<file path="src/rtl/pipe_pkg.sv">
// ----------------------------------------------------------------------------
// pipe_pkg
// Shared definitions for the bundle pipeline register:
//   state_e        - storage state; the encoding equals the stored bundle count
//   MAX_LANES      - widest bundle supported by the helper function
//   lane_mask_from - mask of every bit at or above the lowest set bit of sel
// ----------------------------------------------------------------------------
package pipe_pkg;

    localparam int unsigned MAX_LANES = 4;

    typedef enum logic [1:0] {
        ST_EMPTY = 2'd0,
        ST_ONE   = 2'd1,
        ST_TWO   = 2'd2
    } state_e;

    // Lanes from the lowest requested lane upward (the lane itself and all
    // younger lanes); zero when sel is zero.
    function automatic logic [MAX_LANES-1:0] lane_mask_from(input logic [MAX_LANES-1:0] sel);
        logic                 seen;
        logic [MAX_LANES-1:0] m;
        seen = 1'b0;
        m    = '0;
        for (int unsigned i = 0; i < MAX_LANES; i++) begin
            seen = seen | sel[i];
            m[i] = seen;
        end
        return m;
    endfunction

endpackage

</file>
<file path="src/rtl/pipe_lane_slot.sv">
// ----------------------------------------------------------------------------
// pipe_lane_slot
// One lane of one storage entry: a valid bit plus a W-bit payload.
//   clk_i    clock
//   rst_i    synchronous active-high reset (acts as clear)
//   load_i   capture valid_i/data_i
//   clear_i  drop the lane; payload zeroed when CLEAR_DATA=1 (wins over load_i)
//   valid_i  incoming lane valid
//   data_i   incoming lane payload
//   valid_o  stored lane valid
//   data_o   stored lane payload
// ----------------------------------------------------------------------------
module pipe_lane_slot #(
    parameter int unsigned W          = 32,
    parameter bit          CLEAR_DATA = 1'b1
) (
    input  logic         clk_i,
    input  logic         rst_i,
    input  logic         load_i,
    input  logic         clear_i,
    input  logic         valid_i,
    input  logic [W-1:0] data_i,
    output logic         valid_o,
    output logic [W-1:0] data_o
);

    logic         valid_q, valid_d;
    logic [W-1:0] data_q, data_d;

    always_comb begin
        valid_d = valid_q;
        data_d  = data_q;
        if (rst_i || clear_i) begin
            valid_d = 1'b0;
            if (CLEAR_DATA) begin
                data_d = '0;
            end
        end else if (load_i) begin
            valid_d = valid_i;
            data_d  = data_i;
        end
    end

    always_ff @(posedge clk_i) begin
        valid_q <= valid_d;
        data_q  <= data_d;
    end

    assign valid_o = valid_q;
    assign data_o  = data_q;

endmodule

</file>
<file path="src/rtl/pipe_bundle_reg.sv">
// ----------------------------------------------------------------------------
// pipe_bundle_reg
// Two-entry (head + skid) pipeline register for multi-lane issue bundles with
// whole-pipe and partial (lane-range) flush.
//   clk        clock
//   rst        synchronous active-high reset
//   in_valid   per-lane valid of the upstream bundle (lane 0 oldest)
//   in_data    per-lane payload, lane k at [k*W +: W]
//   in_ready   high when a bundle can be accepted (state-register driven)
//   out_valid  per-lane valid of the head bundle
//   out_data   head bundle payload
//   out_ready  downstream consumes the head bundle
//   flush_all  drop all stored bundles and the same-cycle input
//   flush_from kill head lanes from the lowest set bit upward
//   occupancy  stored bundle count 0..2
// ----------------------------------------------------------------------------
module pipe_bundle_reg #(
    parameter int unsigned LANES      = 2,
    parameter int unsigned W          = 32,
    parameter bit          CLEAR_DATA = 1'b1
) (
    input  logic               clk,
    input  logic               rst,
    input  logic [LANES-1:0]   in_valid,
    input  logic [LANES*W-1:0] in_data,
    output logic               in_ready,
    output logic [LANES-1:0]   out_valid,
    output logic [LANES*W-1:0] out_data,
    input  logic               out_ready,
    input  logic               flush_all,
    input  logic [LANES-1:0]   flush_from,
    output logic [1:0]         occupancy
);

    import pipe_pkg::*;

    state_e state_q, state_d;

    logic [LANES-1:0]   head_v, skid_v;
    logic [LANES*W-1:0] head_dat, skid_dat;
    logic [LANES-1:0]   head_in_v;
    logic [LANES*W-1:0] head_in_d;

    logic [LANES-1:0] head_load, head_clr;
    logic             head_src_skid;
    logic             skid_load, skid_clr;

    logic             in_fire, out_fire, flush_eff;
    logic [MAX_LANES-1:0] flush_ext, kill_full;
    logic [LANES-1:0] kill, head_keep;
    logic             unused_kill_hi;

    assign in_ready  = (state_q != ST_TWO);
    assign out_valid = head_v;
    assign out_data  = head_dat;
    assign occupancy = state_q;

    assign in_fire  = (|in_valid) & in_ready;
    assign out_fire = (|head_v) & out_ready;

    always_comb begin
        flush_ext             = '0;
        flush_ext[LANES-1:0]  = flush_from;
        kill_full             = lane_mask_from(flush_ext);
    end
    assign kill           = kill_full[LANES-1:0];
    assign unused_kill_hi = ^kill_full;
    assign head_keep      = head_v & ~kill;

    // A partial flush only targets a head that is still held: once the head
    // fires out this cycle there is nothing left to kill.
    assign flush_eff = (|flush_from) & ~out_fire & (state_q != ST_EMPTY);

    assign head_in_v = head_src_skid ? skid_v   : in_valid;
    assign head_in_d = head_src_skid ? skid_dat : in_data;

    always_comb begin
        state_d       = state_q;
        head_load     = '0;
        head_clr      = '0;
        head_src_skid = 1'b0;
        skid_load     = 1'b0;
        skid_clr      = 1'b0;
        if (flush_all) begin
            state_d  = ST_EMPTY;
            head_clr = '1;
            skid_clr = 1'b1;
        end else if (flush_eff) begin
            if (|head_keep) begin
                // Head survives with fewer lanes; an accepted input (only
                // possible from ONE) still has to be stored behind it.
                head_clr = kill;
                if (in_fire) begin
                    skid_load = 1'b1;
                    state_d   = ST_TWO;
                end
            end else if (state_q == ST_TWO) begin
                head_load     = '1;
                head_src_skid = 1'b1;
                skid_clr      = 1'b1;
                state_d       = ST_ONE;
            end else if (in_fire) begin
                head_load = '1;
                state_d   = ST_ONE;
            end else begin
                head_clr = '1;
                state_d  = ST_EMPTY;
            end
        end else begin
            unique case (state_q)
                ST_EMPTY: begin
                    if (in_fire) begin
                        head_load = '1;
                        state_d   = ST_ONE;
                    end
                end
                ST_ONE: begin
                    if (in_fire && out_fire) begin
                        head_load = '1;
                    end else if (in_fire) begin
                        skid_load = 1'b1;
                        state_d   = ST_TWO;
                    end else if (out_fire) begin
                        head_clr = '1;
                        state_d  = ST_EMPTY;
                    end
                end
                ST_TWO: begin
                    if (out_fire) begin
                        head_load     = '1;
                        head_src_skid = 1'b1;
                        skid_clr      = 1'b1;
                        state_d       = ST_ONE;
                    end
                end
                default: state_d = ST_EMPTY;
            endcase
        end
    end

    always_ff @(posedge clk) begin
        if (rst) begin
            state_q <= ST_EMPTY;
        end else begin
            state_q <= state_d;
        end
    end

    for (genvar k = 0; k < LANES; k++) begin : g_lane
        pipe_lane_slot #(
            .W          (W),
            .CLEAR_DATA (CLEAR_DATA)
        ) u_head (
            .clk_i   (clk),
            .rst_i   (rst),
            .load_i  (head_load[k]),
            .clear_i (head_clr[k]),
            .valid_i (head_in_v[k]),
            .data_i  (head_in_d[k*W +: W]),
            .valid_o (head_v[k]),
            .data_o  (head_dat[k*W +: W])
        );

        pipe_lane_slot #(
            .W          (W),
            .CLEAR_DATA (CLEAR_DATA)
        ) u_skid (
            .clk_i   (clk),
            .rst_i   (rst),
            .load_i  (skid_load),
            .clear_i (skid_clr),
            .valid_i (in_valid[k]),
            .data_i  (in_data[k*W +: W]),
            .valid_o (skid_v[k]),
            .data_o  (skid_dat[k*W +: W])
        );
    end

endmodule

</file>
<file path="config.mk">
export PLATFORM = sky130hd
export DESIGN_NAME = pipe_bundle_reg
export DESIGN_NICKNAME = d
export VERILOG_FILES = /design/src/rtl/pipe_pkg.sv /design/src/rtl/pipe_lane_slot.sv /design/src/rtl/pipe_bundle_reg.sv
export SDC_FILE = /design/constraint.sdc
export NUM_CORES = 1
export LEC_CHECK = 0
export CORE_MARGIN = 3
export CORE_UTILIZATION = 52
export CTS_BUF_LIST = sky130_fd_sc_hd__clkbuf_8
export DETAILED_ROUTE_END_ITERATION = 16
export GPL_ROUTABILITY_DRIVEN = 0
export HOLD_SLACK_MARGIN = 0.1
export PLACE_DENSITY = 0.82
export REMOVE_ABC_BUFFERS = 1
export SLEW_MARGIN = 5
export SYNTH_ARGS = -nofsm -noshare
export SYNTH_HDL_FRONTEND = slang
export SYNTH_HIERARCHICAL = 1
export SYNTH_SLANG_ARGS = --single-unit
</file>
<file path="constraint.sdc">
create_clock -name clk -period 2.2 [get_ports clk]
set_clock_uncertainty 0.1 [all_clocks]
set_input_delay 0.44 -clock clk [delete_from_list [all_inputs] [get_ports clk]]
set_output_delay 0.44 -clock clk [all_outputs]
set_load 0.02 [all_outputs]
</file>
==> results list <==
- Final Instance Area: 0.00849 mm^2
- For this run, design rule violations remaining after detail routing come to 0.
* Relative slew margins: 65.7%
- Total of fill cells in the finished design: 817
- The worst setup path is of the flip-flop to flip-flop kind.
* Vias after detailed routing: 4,624
- Derived from the worst setup path, the maximum achievable clock frequency is 0.460 GHz.
- After routing, the total negative slack on setup checks comes to 0 ps.
- Core Region: 0.0115 mm^2
* Maximum count of clock buffers along a single path: 2
- The floorplan has 39 rows.
- The clock net in this run drives a total of 134 sinks.
* Proportion of power drawn by combinational gates: 16.3%
- Data arrival, critical path: 2410 ps
* Kind of start point of the critical path: flip-flop
- The first global-routing pass estimated 22.1 mm of wire.
* Switching power total: 0.00128 W
* Worst-path fanout max: 7
- Worst hold path depth: 2
- Setup repair after global routing could not meet its margin everywhere.
- Area of placed instances: 0.00776 mm^2
- H-tree depth: 4
- In this run the cell area of the synthesized design comes to 0.00615 mm^2.
- The initial antenna violation count is 1.
* Area share of the largest cell type after synthesis: 43.6%
- Sum of overflow across all layers after global routing: 0
- The share of the Yosys chip area taken by registers is 43.6%.
- The tightest min-delay check is of the flip-flop to flip-flop type.
- The cell count after synthesis came out at 548.
- Iteration-0 DRC Markers: 223
- The die is 115 um tall.
- For the pin with the worst max-slew slack, the measured transition is 516 ps.
- Initial core utilization: 53.6%
- The number of hold-slack violations in the final timing report is 0.
- The number of cells on the worst reg-to-reg path is 9.
* Sw Ratio: 23.5%
- Total power after layout: 0.00545 W
- Final hold slack: 396 ps
* Static leakage power: 3.29 nW
* Post-Synthesis Mean Instance Area: 11.2 um^2
- Portion of total power attributed to sequential cells: 46.2%
- Data on the critical path is required at its endpoint by 2430 ps.
- Per report_power, the clock group accounts for 37.5% of the total.
- Final critical path time including I/O delays and setup: 2170 ps
* Leading area contributor after synthesis: sky130_fd_sc_hd__dfxtp_1
- The total count of max-transition violations in the final report is 0.
- Final HPWL DP: 9.92 mm
- Setup violations remaining at the end of the flow were counted as 0.
- Post-layout nets: 789
* Register clock-pin slew on the reported worst setup and hold paths: 70 ps
- Peak supply drop: 0.454 mV
- Library cell used as clock root buffer: sky130_fd_sc_hd__clkbuf_8
- Pre-antenna DRT Iters: 4
- Die Span X: 115 um
- Vias per cell: 5.31
* Post-synthesis register bit count: 134
- Top cells by area, synth: sky130_fd_sc_hd__dfxtp_1 44%, sky130_fd_sc_hd__mux2i_1 21%, sky130_fd_sc_hd__mux2_4 9.8%
* Largest net degree at the start of global routing: 34
* Total Die Area: 0.0132 mm^2
- Largest incremental delay on the critical path: 410 ps
- The area growth from synthesis to layout is 38.1%.
- Count of distinct cell types in the synthesized netlist: 34
* Internal power summed over all cells: 0.00417 W
- Number of buffer cells added on primary ports: 140
* Post-detailed-route wirelength per cell: 17.4 um
* Via count of the first global-routing pass: 4,584
* Pwr Density: 642 mW/mm^2
- TritonCTS Buffers: 17
- The library cell used most frequently in the layout, excluding fill and tap cells, is sky130_fd_sc_hd__clkdlybuf4s50_1.
- TritonCTS built the clock tree.
- Setup crit end kind: flip-flop
- Share of cells above drive strength 1: 22.2%
- Antenna-violating nets left: 0
* Status: finished, final reports clean
* Final Routed Wirelength: 15.1 mm
* List of cells traversed by the critical path: o21a_4, nor3_4, buf_6, nor3_4, buf_6, clkbuf_16, mux2_4, mux2i_1, nor2_1
* Warnings from Yosys: 6
* # Max-Cap Violations: 0
* Number of buffers added to fix hold violations after cts: 0
* Portion of the clock cycle consumed by the worst path in the final layout: 98.9%
* Highest-count cells in the layout ignoring fill and taps: 135 x sky130_fd_sc_hd__clkdlybuf4s50_1, 134 x sky130_fd_sc_hd__nor2_1, 132 x sky130_fd_sc_hd__dfxtp_1
- Total I/O pin count: 141
- At the later pin of the worst-skew pair, clock insertion delay measures 440 ps.
* Max stage delay cell, worst path: sky130_fd_sc_hd__dfxtp_4
- Global router's overall resource usage: 21.3%
metrics by stage:
step,cells,utilization [%],worst slack [ps]
floorplan,506,-,-9340
global placement,829,67.7,-456
detailed placement,829,67.7,-565
CTS,857,71.4,-16.2
global route,870,74.1,-115
finish,870,74.1,25.0
registers in the layout, indices dropped and copies added, names as in the netlist:
signal and flops:
g_lane.u_head/data_o 64, g_lane.u_skid/data_o 64, g_lane.u_head/valid_o 2, g_lane.u_skid/valid_o 2
occupancy 2
cell usage after synthesis:
master	count
sky130_fd_sc_hd__nor4b_1	1
sky130_fd_sc_hd__buf_2	3
sky130_fd_sc_hd__nor4bb_1	1
sky130_fd_sc_hd__or4_1	1
sky130_fd_sc_hd__o211ai_1	1
sky130_fd_sc_hd__a311o_1	1
sky130_fd_sc_hd__mux2_4	40
sky130_fd_sc_hd__nor3_4	1
sky130_fd_sc_hd__inv_1	2
sky130_fd_sc_hd__or2_1	4
sky130_fd_sc_hd__nor3_2	1
sky130_fd_sc_hd__nor2_1	134
sky130_fd_sc_hd__nor3_1	3
sky130_fd_sc_hd__clkbuf_1	2
sky130_fd_sc_hd__o31ai_1	2
sky130_fd_sc_hd__mux2_2	26
sky130_fd_sc_hd__nand2b_1	1
sky130_fd_sc_hd__a21oi_1	4
sky130_fd_sc_hd__o21ai_0	3
sky130_fd_sc_hd__nor2b_1	2
sky130_fd_sc_hd__a2111o_1	1
sky130_fd_sc_hd__o311ai_0	1
sky130_fd_sc_hd__a21o_1	1
sky130_fd_sc_hd__mux2i_1	132
sky130_fd_sc_hd__a211o_1	1
sky130_fd_sc_hd__nor3b_1	1
sky130_fd_sc_hd__buf_6	21
sky130_fd_sc_hd__dfxtp_1	134
sky130_fd_sc_hd__a311oi_1	1
sky130_fd_sc_hd__buf_4	4
sky130_fd_sc_hd__o21a_2	1
sky130_fd_sc_hd__buf_8	12
sky130_fd_sc_hd__nand2_1	1
sky130_fd_sc_hd__o21bai_1	4
power groups by stage:
stage          Clock (W)  Sequential, W  Combinational [W]
4_1_cts          0.00208        0.00252           0.000863
5_1_grt          0.00219        0.00252           0.000940
2_1_floorplan          0        0.00263           0.000461
3_3_place_gp           0        0.00257           0.000836
3_5_place_dp           0        0.00257           0.000856
6_report         0.00204        0.00252           0.000887
timing repair:
action,4_1_cts,5_1_grt
buffers inserted,0,4
cloned,0,8
pin swaps,1,6
setup endpoints to repair,113,115
resized for setup,9,22
final cells by class:
type	count	area, um^2	share of cell area, %
repair buffers	192	2120	25.0
clock buffers	24	330	3.89
diodes	1	2.50	0.0295
flip-flops and latches	134	2690	31.6
well taps	143	179	2.11
multi-input cells	370	3090	36.4
clock inverters	4	68.8	0.810
inverters	2	7.51	0.0884
worst max-delay path: cells and delay by family (launching register included):
family	cells	cell delay, ps
muxes	2	450
buffers and inverters	3	520
DFF	1	410
and+or+nand+nor	3	400
AOI/OAI and AO/OA	1	170
per-layer routing:
metal,track usage (%),part of all wire [%],up-vias
li1,-,-,2221
met3,7.26,7.3,19
met2,34.9,48,165
met4,7.90,1.5,0
met1,26.1,43,2219
met5,0,0,-
final timing paths:
path / start / end / slack [ps]
setup reg to reg: g_lane[0].u_head/valid_o$_SDFFE_PP0P_ / g_lane[1].u_head/data_o[27]$_SDFFE_PP0P_ / 30
hold reg to reg: g_lane[0].u_skid/data_o[2]$_SDFFE_PP0P_ / g_lane[0].u_skid/data_o[2]$_SDFFE_PP0P_ / 400
setup / recovery: g_lane[0].u_head/valid_o$_SDFFE_PP0P_ / g_lane[1].u_head/data_o[27]$_SDFFE_PP0P_ / 30
hold / removal: g_lane[0].u_skid/data_o[2]$_SDFFE_PP0P_ / g_lane[0].u_skid/data_o[2]$_SDFFE_PP0P_ / 400
cells by family (layout without fill, tap and decap cells):
kind of cell / count (synthesis) / count (layout) / synth area share [%]
mux: 198 / 198 / 36.0
other cells: 0 / 1 / 0
flops: 134 / 134 / 43.6
simple gates: 151 / 151 / 10.2
buf+inv: 44 / 222 / 7.75
compound gates: 21 / 21 / 2.46
No activity file was read; power rests on OpenSTA's default activity.
